### config.mk
export PLATFORM = sky130hd
export DESIGN_NAME = traffic_safety_mon
export DESIGN_NICKNAME = d
export VERILOG_FILES = /design/src/rtl/traffic_pkg.sv /design/src/rtl/traffic_conflict_chk.sv /design/src/rtl/traffic_safety_mon.sv
export SDC_FILE = /design/constraint.sdc
export NUM_CORES = 1
export LEC_CHECK = 0
export CELL_PAD_IN_SITES_DETAIL_PLACEMENT = 1
export CELL_PAD_IN_SITES_GLOBAL_PLACEMENT = 1
export CORE_MARGIN = 2
export CORE_UTILIZATION = 40
export DETAILED_ROUTE_END_ITERATION = 6
export GPL_TIMING_DRIVEN = 0
export PLACE_DENSITY_LB_ADDON = 0.1
export SYNTH_ARGS = -nofsm -noshare
export SYNTH_HDL_FRONTEND = slang
export SYNTH_SLANG_ARGS = --single-unit
export TNS_END_PERCENT = 1
### constraint.sdc
create_clock -name clk -period 3.8 [get_ports clk]
set_input_delay 0.76 -clock clk [delete_from_list [all_inputs] [get_ports clk]]
set_output_delay 0.76 -clock clk [all_outputs]
set_load 0.02 [all_outputs]
### src/rtl/traffic_pkg.sv
// Shared definitions for the intersection controller and its safety monitor.
package traffic_pkg;

  localparam logic [1:0] RED   = 2'b00;
  localparam logic [1:0] GREEN = 2'b01;
  localparam logic [1:0] RIGHT = 2'b10;
  localparam logic [1:0] LEFT  = 2'b11;

  localparam int unsigned CYC_MAX = 68;

  localparam logic [2:0] FC_NONE = 3'd0;
  localparam logic [2:0] FC_AXIS = 3'd1;
  localparam logic [2:0] FC_PED  = 3'd2;
  localparam logic [2:0] FC_PAIR = 3'd3;
  localparam logic [2:0] FC_SEQ  = 3'd4;

  // Lamp vector order: n_car, n_ped, s_car, s_ped, e_car, e_ped, w_car, w_ped (MSB first)
  localparam logic [15:0] FLASH_LAMPS = {RIGHT, RED, RIGHT, RED, RIGHT, RED, RIGHT, RED};

  typedef enum logic [1:0] {
    StIdle    = 2'd0,
    StRun     = 2'd1,
    StSuspect = 2'd2,
    StFault   = 2'd3
  } state_e;

endpackage

### src/rtl/traffic_conflict_chk.sv
// Combinational conflict rules with lowest-code-wins priority.
module traffic_conflict_chk #(
  parameter int unsigned CYC_MAX = traffic_pkg::CYC_MAX
) (
  input  logic [1:0] n_car,
  input  logic [1:0] n_ped,
  input  logic [1:0] s_car,
  input  logic [1:0] s_ped,
  input  logic [1:0] e_car,
  input  logic [1:0] e_ped,
  input  logic [1:0] w_car,
  input  logic [1:0] w_ped,
  input  logic       start,
  input  logic [6:0] cycle,
  input  logic [6:0] prev_cycle,
  input  logic       prev_valid,
  output logic       conflict,
  output logic [2:0] code
);
  import traffic_pkg::*;

  localparam logic [6:0] CYC_MAX_C = 7'(CYC_MAX);

  logic ns_car, ew_car, ns_ped, ew_ped;
  logic axis_bad, ped_bad, pair_bad, seq_bad;
  logic [6:0] next_cycle;

  assign ns_car = (|n_car) || (|s_car);
  assign ew_car = (|e_car) || (|w_car);
  assign ns_ped = (|n_ped) || (|s_ped);
  assign ew_ped = (|e_ped) || (|w_ped);

  assign axis_bad = ns_car && ew_car;
  assign ped_bad  = (ns_car && ns_ped) || (ew_car && ew_ped);
  assign pair_bad = (n_car != s_car) || (n_ped != s_ped) || (e_car != w_car) || (e_ped != w_ped);

  assign next_cycle = (prev_cycle == CYC_MAX_C) ? 7'd1 : prev_cycle + 7'd1;
  assign seq_bad = prev_valid &&
                   ((cycle == 7'd0) || (cycle > CYC_MAX_C) ||
                    (start ? (cycle != next_cycle) : (cycle != prev_cycle)));

  always_comb begin
    conflict = 1'b1;
    code     = FC_NONE;
    if (axis_bad) begin
      code = FC_AXIS;
    end else if (ped_bad) begin
      code = FC_PED;
    end else if (pair_bad) begin
      code = FC_PAIR;
    end else if (seq_bad) begin
      code = FC_SEQ;
    end else begin
      conflict = 1'b0;
    end
  end

endmodule

### src/rtl/traffic_safety_mon.sv
// Conflict monitor: re-registers lamp codes, forces all-red on suspicion, latches flashing fault.
module traffic_safety_mon #(
  parameter int unsigned CONFIRM    = 2,
  parameter int unsigned FLASH_HALF = 4,
  parameter int unsigned MIN_FAULT  = 16,
  parameter int unsigned CYC_MAX    = traffic_pkg::CYC_MAX
) (
  input  logic       clk,
  input  logic       rst,
  input  logic       i_start,
  input  logic       i_clear,
  input  logic [6:0] i_cycle,
  input  logic [1:0] i_n_car,
  input  logic [1:0] i_n_ped,
  input  logic [1:0] i_s_car,
  input  logic [1:0] i_s_ped,
  input  logic [1:0] i_e_car,
  input  logic [1:0] i_e_ped,
  input  logic [1:0] i_w_car,
  input  logic [1:0] i_w_ped,
  output logic [1:0] o_n_car,
  output logic [1:0] o_n_ped,
  output logic [1:0] o_s_car,
  output logic [1:0] o_s_ped,
  output logic [1:0] o_e_car,
  output logic [1:0] o_e_ped,
  output logic [1:0] o_w_car,
  output logic [1:0] o_w_ped,
  output logic       o_fault,
  output logic [2:0] o_fault_code,
  output logic [1:0] o_state
);
  import traffic_pkg::*;

  localparam int unsigned CW = $clog2(CONFIRM + 1);
  localparam int unsigned FW = $clog2(FLASH_HALF + 1);
  localparam int unsigned TW = $clog2(MIN_FAULT + 1);
  localparam logic [CW-1:0] CONFIRM_C  = CW'(CONFIRM);
  localparam logic [FW-1:0] FLASH_LAST = FW'(FLASH_HALF - 1);
  localparam logic [TW-1:0] MIN_FAULT_C = TW'(MIN_FAULT);

  state_e        state_q;
  logic [15:0]   lamp_q;
  logic [2:0]    fault_code_q;
  logic [CW-1:0] cnt_q;
  logic [FW-1:0] flash_q;
  logic [TW-1:0] timer_q;
  logic          phase_q;
  logic [6:0]    prev_q;
  logic          prev_valid_q;

  logic [15:0] lamp_in;
  logic        conflict;
  logic [2:0]  code;

  assign lamp_in = {i_n_car, i_n_ped, i_s_car, i_s_ped, i_e_car, i_e_ped, i_w_car, i_w_ped};

  traffic_conflict_chk #(
    .CYC_MAX(CYC_MAX)
  ) u_chk (
    .n_car     (i_n_car),
    .n_ped     (i_n_ped),
    .s_car     (i_s_car),
    .s_ped     (i_s_ped),
    .e_car     (i_e_car),
    .e_ped     (i_e_ped),
    .w_car     (i_w_car),
    .w_ped     (i_w_ped),
    .start     (i_start),
    .cycle     (i_cycle),
    .prev_cycle(prev_q),
    .prev_valid(prev_valid_q),
    .conflict  (conflict),
    .code      (code)
  );

  always_ff @(posedge clk or posedge rst) begin
    if (rst) begin
      state_q      <= StIdle;
      lamp_q       <= '0;
      fault_code_q <= FC_NONE;
      cnt_q        <= '0;
      flash_q      <= '0;
      timer_q      <= '0;
      phase_q      <= 1'b0;
      prev_q       <= '0;
      prev_valid_q <= 1'b0;
    end else begin
      unique case (state_q)
        StIdle: begin
          lamp_q       <= '0;
          prev_valid_q <= 1'b0;
          cnt_q        <= '0;
          if (i_start) state_q <= StRun;
        end
        StRun, StSuspect: begin
          prev_q       <= i_cycle;
          prev_valid_q <= 1'b1;
          if (!conflict) begin
            state_q <= StRun;
            cnt_q   <= '0;
            lamp_q  <= lamp_in;
          end else if (cnt_q + 1'b1 == CONFIRM_C) begin
            state_q      <= StFault;
            fault_code_q <= code;
            cnt_q        <= '0;
            flash_q      <= '0;
            timer_q      <= '0;
            phase_q      <= 1'b1;
            lamp_q       <= FLASH_LAMPS;
          end else begin
            // The suspected code is never passed through.
            state_q <= StSuspect;
            cnt_q   <= cnt_q + 1'b1;
            lamp_q  <= '0;
          end
        end
        StFault: begin
          prev_valid_q <= 1'b0;
          if (timer_q != MIN_FAULT_C) timer_q <= timer_q + 1'b1;
          if (i_clear && (timer_q == MIN_FAULT_C)) begin
            state_q      <= StIdle;
            fault_code_q <= FC_NONE;
            lamp_q       <= '0;
            timer_q      <= '0;
            flash_q      <= '0;
            phase_q      <= 1'b0;
          end else if (flash_q == FLASH_LAST) begin
            flash_q <= '0;
            phase_q <= ~phase_q;
            lamp_q  <= phase_q ? '0 : FLASH_LAMPS;
          end else begin
            flash_q <= flash_q + 1'b1;
            lamp_q  <= phase_q ? FLASH_LAMPS : '0;
          end
        end
      endcase
    end
  end

  assign {o_n_car, o_n_ped, o_s_car, o_s_ped, o_e_car, o_e_ped, o_w_car, o_w_ped} = lamp_q;
  assign o_fault      = (state_q == StFault);
  assign o_fault_code = fault_code_q;
  assign o_state      = state_q;

endmodule
==> results of run 1 <==
[synth_stat cells, types with 6 or more instances]
cell,count,share of area
sky130_fd_sc_hd__nor3_1,6,0.012
sky130_fd_sc_hd__nor4_1,7,0.018
sky130_fd_sc_hd__dfrtp_1,40,0.40
sky130_fd_sc_hd__and2_1,14,0.035
sky130_fd_sc_hd__nand2_1,24,0.036
sky130_fd_sc_hd__mux2_2,6,0.027
sky130_fd_sc_hd__a21oi_1,15,0.030
sky130_fd_sc_hd__inv_1,14,0.021
sky130_fd_sc_hd__o21ai_0,13,0.026
sky130_fd_sc_hd__nor2_1,10,0.015
sky130_fd_sc_hd__and3_1,6,0.015
sky130_fd_sc_hd__ha_1,8,0.040
sky130_fd_sc_hd__xor2_1,12,0.042
[layer usage]
layer,track usage,up-vias,part of all wire
met5,0,-,0
met4,0.0551,0,0.012
met2,0.331,30,0.50
met3,0.0338,6,0.029
li1,-,1051,-
met1,0.256,1063,0.46
[state kept, by name, indices dropped and copies added (netlist names)]
name,count
prev_valid_q,1
timer_q,5
flash_q,3
o_fault_code,3
phase_q,1
o_state,2
lamp_q,16
prev_q,7
cnt_q,2
[worst max-delay path, delay by kind of cell]
kind                   cells  cell delay (ns)
AOI/OAI and AO/OA          4             0.91
and+or+nand+nor            3             1.10
buffers and inverters      2             0.82
[worst min-delay path by stage]
stage,start,to,slack (ns),cells after the start
after floorplan,flash_q[2],flash_q[2],0.46,1
after global placement,flash_q[2],flash_q[2],0.47,1
after detailed placement,flash_q[2],flash_q[2],0.48,1
after CTS,flash_q[2],flash_q[2],0.50,1
after global routing,flash_q[2],flash_q[2],0.53,1
final,flash_q[2],flash_q[2],0.49,1
[cells in the final DEF, fill, tap and decap left out, types with 3 or more instances in the layout]
master / netlist / final
sky130_fd_sc_hd__or2_2: 3 / 3
sky130_fd_sc_hd__nand2_1: 24 / 24
sky130_fd_sc_hd__a211oi_1: 3 / 3
sky130_fd_sc_hd__and3_1: 6 / 6
sky130_fd_sc_hd__and2_1: 14 / 14
sky130_fd_sc_hd__clkbuf_8: 0 / 7
sky130_fd_sc_hd__mux2_2: 6 / 6
sky130_fd_sc_hd__nand3_1: 5 / 5
sky130_fd_sc_hd__xor2_1: 12 / 12
sky130_fd_sc_hd__nand4_1: 5 / 5
sky130_fd_sc_hd__buf_6: 5 / 5
sky130_fd_sc_hd__o221ai_1: 4 / 4
sky130_fd_sc_hd__clkdlybuf4s50_1: 0 / 48
sky130_fd_sc_hd__nor2_1: 10 / 10
sky130_fd_sc_hd__dfrtp_1: 40 / 40
sky130_fd_sc_hd__o31a_1: 3 / 3
sky130_fd_sc_hd__o2bb2ai_1: 4 / 4
sky130_fd_sc_hd__a21oi_1: 15 / 15
sky130_fd_sc_hd__nor4_1: 7 / 7
sky130_fd_sc_hd__nor3_1: 6 / 6
sky130_fd_sc_hd__inv_1: 14 / 13
sky130_fd_sc_hd__o21ai_0: 13 / 13
sky130_fd_sc_hd__ha_1: 8 / 8
[through the flow]
stage / hold WS (ns) / utilization / setup WS (ns)
after floorplan: 0.460 / - / 1.04
after detailed placement: 0.481 / 0.514 / 0.0738
after CTS: 0.500 / 0.536 / 0.374
final: 0.495 / 0.536 / 0.403
after global routing: 0.526 / 0.536 / 0.148
after global placement: 0.472 / 0.514 / 0.105
[power by group through the flow]
stage / logic, uW / registers (uW) / clock network [uW]
floorplan: 780 / 686 / 0
global placement: 1140 / 663 / 0
detailed placement: 1170 / 670 / 0
CTS: 1180 / 663 / 400
global route: 1290 / 682 / 415
finish: 1170 / 664 / 388
[area by class of cell]
type | instances | area [um2] | share of cell area
multi-input cells | 194 | 1370 | 0.428
clock buffers | 7 | 96.3 | 0.0302
repair buffers | 48 | 480 | 0.151
flip-flops and latches | 40 | 1000 | 0.314
inverters | 14 | 52.6 | 0.0165
plain buffers | 8 | 70.1 | 0.0220
clock inverters | 1 | 30.0 | 0.00941
well taps | 75 | 93.8 | 0.0294
[logic make-up after synthesis]
family                   synth area share
buffers and inverters              0.0492
flip-flops                          0.402
XOR/XNOR                           0.0422
adder cells (fa/ha/maj)            0.0402
AO/OA/AOI/OAI                       0.193
multiplexers                       0.0412
AND/OR/NAND/NOR                     0.232
==> flow_summary.toml, run 1 <==
[synthesis]
synthesis.instances = 256
synthesis.yosys.warnings = 0
synth-main-ff-cell = "sky130_fd_sc_hd__dfrtp_1"
synth_cell_type_count = 61
ys_async_sr_fraction = 1.00
avgSynthCellArea_um2 = 9.73
synth-edff-count = 0
synth-seq-area-share = 0.402
synth-seq-cells = 40
synth.cell_area_mm2 = 0.00249
synth_nets = 291

[clocking]
worst_skew_late_latency_ns = 0.30
post-cts-setup-buffers = 0
cts_repair_resize_count = 0
cts_tree = "done"
ctsHoldBuffers = 0
clock_tree.buffer_depth = 2
clkSlewWorstSetupHoldPaths_ns = 0.08
cts_buffers = 5
cts_root_buf = "sky130_fd_sc_hd__clkbuf_8"
cts-htree-levels = 2
clkSinkCount = 40

[route]
drt-vias-per-instance = 5.56
detail_route.drc_violations = 0
final_wirelength_um = 6490
routed-via-count = 2150
antenna_left = 0
wire_per_inst_um = 16.8
detailedRoute.firstPassIterationCount = 4
detailedRoute.firstIterationViolations = 103

[die]
core_area_mm2 = 0.00596
floorplan.initialDensity = 0.418
io_pins = 49
die_height_um = 82.9
floorplan.die.width_um = 82.9
fp-row-count = 28
die_area_mm2 = 0.00687

[timing]
layout_min_cycle_time_ns = 3.40
post-route-period-util = 0.894
worst_slew_pin_slew_ns = 1.11
worst_slew_margin_relative_to_its_limit = 0.252
finalSetupTns_ns = 0
finalMaxSlewViolations = 0
grt_setup_unrepaired = "no"
maxClockFrequency_ghz = 0.294
final.setup_skew_ns = 0.0105
number_of_hold_slack_violations_in_the_final_timing_report = 0
timing.final.setup_violations = 0

[worst_setup_path]
cp_data_required_time_ns = 4.01
arrival_ns = 3.61
reg2regPathDepth = 10
crit_path_max_fanout = 10
setup.worst_path.end = "lamp_q[3]"
critical_path.max_stage_delay_ns = 0.58
timing.critical_path.cells = "clkdlybuf4s50_1 > nand4_1 > a2111oi_0 > a211oi_1 > nor4_2 > a21oi_1 > nor3_2 > buf_2 > o2bb2ai_1"
kind_of_start_point_of_the_critical_path = "input port"
max_stage_delay_cell_worst_path = "sky130_fd_sc_hd__nor4_2"
timing.critical_path.from = "i_start"
critPathCaptureType = "flip-flop"
ff2ff_setup_slack_ns = 0.67
rr_startpoint = "prev_q[0]"
worstReg2RegEnd = "lamp_q[3]"
crit_type = "input port to flip-flop"

[power]
power_frac_clock = 0.175
power.total_uw = 2220
power.share.sequential = 0.299
power.switching_fraction = 0.422
power_switching_uw = 937
p_per_area_mw_per_mm2 = 695
total_leakage_power_uw = 0.00136
combPwrFrac = 0.526
intPower_uw = 1280
max_rail_drop_vdd_v = 0.000465

[cells_and_area]
layout-drive-gt1-share = 0.138
fill_cells = 691
final_design_area_no_fill_mm2 = 0.00319
finish.cell_count_without_fillers = 387
area_growth_pct = 28.1
finalNetCount = 346
antenna-diode-count = 0

[placement]
io_buffer_count = 48
dp_hpwl_um = 4870
dpl-instance-area_mm2 = 0.00306
place.gp.congestion = 0.817
dp_cells = 379

[global_routing]
globalRouteTotalUtil = 0.195
grt_overflow = 0
first_global_vias = 2243
antenna_found_initial = 0
grt_first_pass_wirelength_um = 11100
maximum_number_of_pins_on_one_net_before_global_route_repair = 41

[flow_run]
cap_viol_max_count = 0

[outcome]
result_of_the_run = "complete, no violations"

[min_path]
holdCritPathClass = "flip-flop to flip-flop"
Power figures use the tool's default switching activity.
==> inputs of run 2 (changes only) <==
Settings changed: CORE_MARGIN 2 to unset, SLEW_MARGIN set to 10.
==> run 2 against run 1 <==
Combinational power about the same. Via count up 1.6%. Non-clock buffer count up 1. Die area down 4.8%.
==> flow_summary.toml, run 2 (same netlist as run 1, synthesis figures left out) <==
[global_routing]
antenna_found_initial = 0
maximum_number_of_pins_on_one_net_before_global_route_repair = 25
grt_overflow = 0
grt_first_pass_wirelength_um = 11000
globalRouteTotalUtil = 0.221
first_global_vias = 2245

[power]
intPower_uw = 1280
p_per_area_mw_per_mm2 = 691
combPwrFrac = 0.526
power_frac_clock = 0.175
max_rail_drop_vdd_v = 0.000453
power.total_uw = 2220
power_switching_uw = 934
power.share.sequential = 0.299
power.switching_fraction = 0.421
total_leakage_power_uw = 0.00137

[clocking]
cts_repair_resize_count = 0
ctsHoldBuffers = 0
clock_tree.buffer_depth = 2
post-cts-setup-buffers = 0
cts_buffers = 5
cts-htree-levels = 2
cts_root_buf = "sky130_fd_sc_hd__clkbuf_8"
worst_skew_late_latency_ns = 0.29
clkSinkCount = 40
clkSlewWorstSetupHoldPaths_ns = 0.08
cts_tree = "done"

[worst_setup_path]
kind_of_start_point_of_the_critical_path = "input port"
critPathCaptureType = "flip-flop"
ff2ff_setup_slack_ns = 0.66
cp_data_required_time_ns = 4.04
crit_type = "input port to flip-flop"
arrival_ns = 3.66
crit_path_max_fanout = 10

[timing]
final.setup_skew_ns = 0.00359
worst_slew_pin_slew_ns = 1.02
worst_slew_margin_relative_to_its_limit = 0.314
final.hold.worst_slack_ns = 0.497
number_of_hold_slack_violations_in_the_final_timing_report = 0
finalSetupTns_ns = 0
finalMaxSlewViolations = 0
grt_setup_unrepaired = "no"
maxClockFrequency_ghz = 0.293
postLayoutSetupSlackWorst_ns = 0.381
timing.final.setup_violations = 0
post-route-period-util = 0.900
layout_min_cycle_time_ns = 3.42

[route]
detailedRoute.firstPassIterationCount = 4
antenna_left = 0
routed-via-count = 2184
detail_route.drc_violations = 0
final_wirelength_um = 6570
detailedRoute.firstIterationViolations = 77
drt-vias-per-instance = 5.63
wire_per_inst_um = 16.9

[die]
fp-row-count = 28
io_pins = 49
die_area_mm2 = 0.00654
floorplan.initialDensity = 0.418
core_area_mm2 = 0.00596
die_height_um = 80.9
floorplan.die.width_um = 80.9

[min_path]
holdCritPathClass = "flip-flop to flip-flop"

[cells_and_area]
area_growth_pct = 28.9
fill_cells = 689
finalNetCount = 347
layout-drive-gt1-share = 0.141
reg_with_most_ffs = "lamp_q"
top_regs = "lamp_q x16, prev_q x7, timer_q x5"
final_design_area_no_fill_mm2 = 0.00321
mostFrequentLayoutCells = "sky130_fd_sc_hd__clkdlybuf4s50_1 (48), sky130_fd_sc_hd__dfrtp_1 (40), sky130_fd_sc_hd__nand2_1 (24)"
largest_register_ff_count = 16
layout.cells.most_common = "sky130_fd_sc_hd__clkdlybuf4s50_1"
antenna-diode-count = 0

[placement]
place.gp.congestion = 0.786
dpl-instance-area_mm2 = 0.00308
post-place-ws_ns = 0.0706
dp_hpwl_um = 5040
io_buffer_count = 48

[outcome]
result_of_the_run = "complete, no violations"

[flow_run]
cap_viol_max_count = 0
[run 2: final timing paths]
check | to | depth (start not counted) | from
worst min-delay path | flash_q[2] | 1 | flash_q[2]
min in group asynchronous | prev_q[3] | 2 | rst
worst max register to register | lamp_q[1] | 10 | prev_q[0]
worst min register to register | flash_q[2] | 1 | flash_q[2]
worst max-delay path | lamp_q[1] | 9 | i_start
max in group asynchronous | prev_q[0] | 3 | rst
[run 2: power by group through the flow]
stage                     sequential [uW]  clock [uW]  combinational (uW)
final                                 662         389                1170
after global routing                  678         412                1300
after CTS                             660         401                1180
after detailed placement              670           0                1170
after global placement                664           0                1140
after floorplan                       686           0                 780
[run 2: critical path, stage by stage]
cell                              delay, ns
sky130_fd_sc_hd__clkdlybuf4s50_1       0.54
sky130_fd_sc_hd__nand4_1               0.19
sky130_fd_sc_hd__a2111oi_0             0.46
sky130_fd_sc_hd__a211oi_1              0.12
sky130_fd_sc_hd__nor4_2                0.58
sky130_fd_sc_hd__a21oi_1               0.20
sky130_fd_sc_hd__nor3_2                0.37
sky130_fd_sc_hd__buf_2                 0.29
sky130_fd_sc_hd__and2_1                0.15
[run 2: stage by stage]
stage | cells | util
after CTS | 388 | 0.539
after global routing | 388 | 0.539
final | 388 | 0.539
after floorplan | 256 | -
after detailed placement | 380 | 0.518
after global placement | 379 | 0.514
[run 2: cell type report]
type | count | area (um2) | share of cell area
Tap cell | 75 | 93.8 | 0.0292
Multi-Input combinational cell | 194 | 1370 | 0.426
Timing Repair Buffer | 49 | 500 | 0.156
Clock buffer | 7 | 96.3 | 0.0300
Buffer | 8 | 70.1 | 0.0218
Inverter | 14 | 52.6 | 0.0164
Clock inverter | 1 | 30.0 | 0.00935
Sequential cell | 40 | 1000 | 0.312
[run 2: layer usage]
layer,GRT usage,up-vias,wire [um]
li1,-,1051,-
met4,0.0661,0,69
met3,0.0449,6,205
met1,0.278,1101,3000
met2,0.380,26,3290
met5,0,-,0
==> inputs of run 3 (changes only) <==
Settings changed: CAP_MARGIN set to 20, CORE_UTILIZATION 40 to 43.
Clock period 3.8 ns to 4.3 ns, I/O delays scaled along.
==> run 3 against run 2 <==
Cell count is 1.0% lower. Setup slack better by 0.32 ns. Clock power is 36% lower. Register-to-register slack better by 0.43 ns. Highest routed layer unchanged. Via count is 1.1% higher.
==> flow_summary.toml, run 3 (same netlist as run 1, synthesis figures left out) <==
[die]
fp-row-count = 27
floorplan.initialDensity = 0.449
die_height_um = 78.1
floorplan.die.width_um = 78.1
io_pins = 49
core_area_mm2 = 0.00554
die_area_mm2 = 0.00610

[worst_setup_path]
arrival_ns = 3.84
critPathCaptureType = "flip-flop"
cp_data_required_time_ns = 4.54
crit_path_max_fanout = 10
crit_type = "input port to flip-flop"
kind_of_start_point_of_the_critical_path = "input port"

[clocking]
cts_buffers = 5
clock_tree.buffer_depth = 2
clkSinkCount = 40
cts_tree = "done"
cts_repair_resize_count = 0
worst_skew_late_latency_ns = 0.30
ctsHoldBuffers = 0
post-cts-setup-buffers = 0
cts-htree-levels = 2
clkSlewWorstSetupHoldPaths_ns = 0.08
cts_root_buf = "sky130_fd_sc_hd__clkbuf_8"

[outcome]
result_of_the_run = "complete, no violations"

[global_routing]
grt_met2_use = 0.444
grt_first_pass_wirelength_um = 11700
grt-busiest-layer = "met2"
first_global_vias = 2449
grt_use_met3 = 0.0535
met1_usage = 0.293
maximum_number_of_pins_on_one_net_before_global_route_repair = 27
antenna_found_initial = 0
grt_overflow = 0
globalRouteTotalUtil = 0.248

[timing]
layout_min_cycle_time_ns = 3.60
final.hold.worst_slack_ns = 0.523
finalMaxSlewViolations = 0
grt_setup_unrepaired = "no"
worst_slew_margin_relative_to_its_limit = 0.278
maxClockFrequency_ghz = 0.278
timing.final.setup_violations = 0
post-route-period-util = 0.837
final.setup_skew_ns = 0.00908
postLayoutSetupSlackWorst_ns = 0.700
worst_slew_pin_slew_ns = 1.07
number_of_hold_slack_violations_in_the_final_timing_report = 0
finalSetupTns_ns = 0

[placement]
post-place-ws_ns = 0.416
dp_hpwl_um = 5190
dp_cells = 377
place.gp.congestion = 0.818
io_buffer_count = 48

[power]
p_per_area_mw_per_mm2 = 593
max_rail_drop_vdd_v = 0.000387
total_leakage_power_uw = 0.00134

[cells_and_area]
reg_with_most_ffs = "lamp_q"
mostFrequentLayoutCells = "sky130_fd_sc_hd__clkdlybuf4s50_1 (48), sky130_fd_sc_hd__dfrtp_1 (40), sky130_fd_sc_hd__nand2_1 (24)"
finalNetCount = 347
layout-drive-gt1-share = 0.138
finish.cell_count_without_fillers = 384
fill_cells = 644
antenna-diode-count = 0
layout.cells.most_common = "sky130_fd_sc_hd__clkdlybuf4s50_1"
top_regs = "lamp_q x16, prev_q x7, timer_q x5"
largest_register_ff_count = 16
area_growth_pct = 27.0

[route]
detailedRoute.firstPassIterationCount = 5
drt-vias-per-instance = 5.75
routed-via-count = 2207
detailedRoute.firstIterationViolations = 114
wire_per_inst_um = 17.6
detail_route.drc_violations = 0
antenna_left = 0
final_wirelength_um = 6760

[min_path]
holdCritPathClass = "flip-flop to flip-flop"

[flow_run]
cap_viol_max_count = 0
-- run 3: cell types whose count changed in the layout (fill, tap and decap cells not counted), sizes merged --
cell,change
clkinv,+1
clkinvlp,+1
bufinv,-1
clkbuf,-2
-- run 3: path summary, 6_finish.rpt --
check / startpoint / end / slack [ns] / depth (start not counted)
min reg2reg: flash_q[2] / flash_q[2] / 0.52 / 1
max: i_start / lamp_q[10] / 0.70 / 10
min in group asynchronous: rst / lamp_q[8] / 0.83 / 2
max reg2reg: prev_q[0] / lamp_q[10] / 1.09 / 10
min: flash_q[2] / flash_q[2] / 0.52 / 1
max in group asynchronous: rst / timer_q[0] / 3.01 / 3
-- run 3: per-stage QoR --
step	instance area (um2)	total power (uW)	utilization
5_1_grt	3160	2030	0.571
6_report	3160	1880	0.571
3_5_place_dp	3080	1630	0.556
4_1_cts	3160	1890	0.571
2_1_floorplan	2490	1300	-
3_3_place_gp	3060	1590	0.552
-- run 3: critical path: stages --
cell,delay (ns)
sky130_fd_sc_hd__clkdlybuf4s50_1,0.55
sky130_fd_sc_hd__buf_2,0.28
sky130_fd_sc_hd__nand4_1,0.15
sky130_fd_sc_hd__a22oi_1,0.22
sky130_fd_sc_hd__o211ai_1,0.13
sky130_fd_sc_hd__nor4_2,0.58
sky130_fd_sc_hd__a21oi_1,0.21
sky130_fd_sc_hd__nor3_2,0.40
sky130_fd_sc_hd__buf_2,0.30
sky130_fd_sc_hd__and2_1,0.16
-- run 3: area by class of cell --
| type | count | area (um2) | area share |
|---|---|---|---|
| multi-input combinational | 194 | 1370 | 0.432 |
| sequential | 40 | 1000 | 0.317 |
| timing repair buffer | 49 | 500 | 0.158 |
| tap | 72 | 90.1 | 0.0285 |
| buffer | 8 | 70.1 | 0.0222 |
| clock buffer | 5 | 68.8 | 0.0218 |
| inverter | 14 | 52.6 | 0.0166 |
| clock inverter | 2 | 12.5 | 0.00396 |
-- run 3: power by group --
part / switching [uW] / internal [uW]
combinational: 593 / 449
clock: 140 / 110
sequential: 103 / 480
-- run 3: layer usage --
metal | share of wire | vias up | wire length (um)
met5 | 0 | - | 0
met4 | 0.012 | 0 | 81
met3 | 0.048 | 7 | 322
met2 | 0.51 | 56 | 3440
met1 | 0.43 | 1099 | 2920
li1 | - | 1045 | -
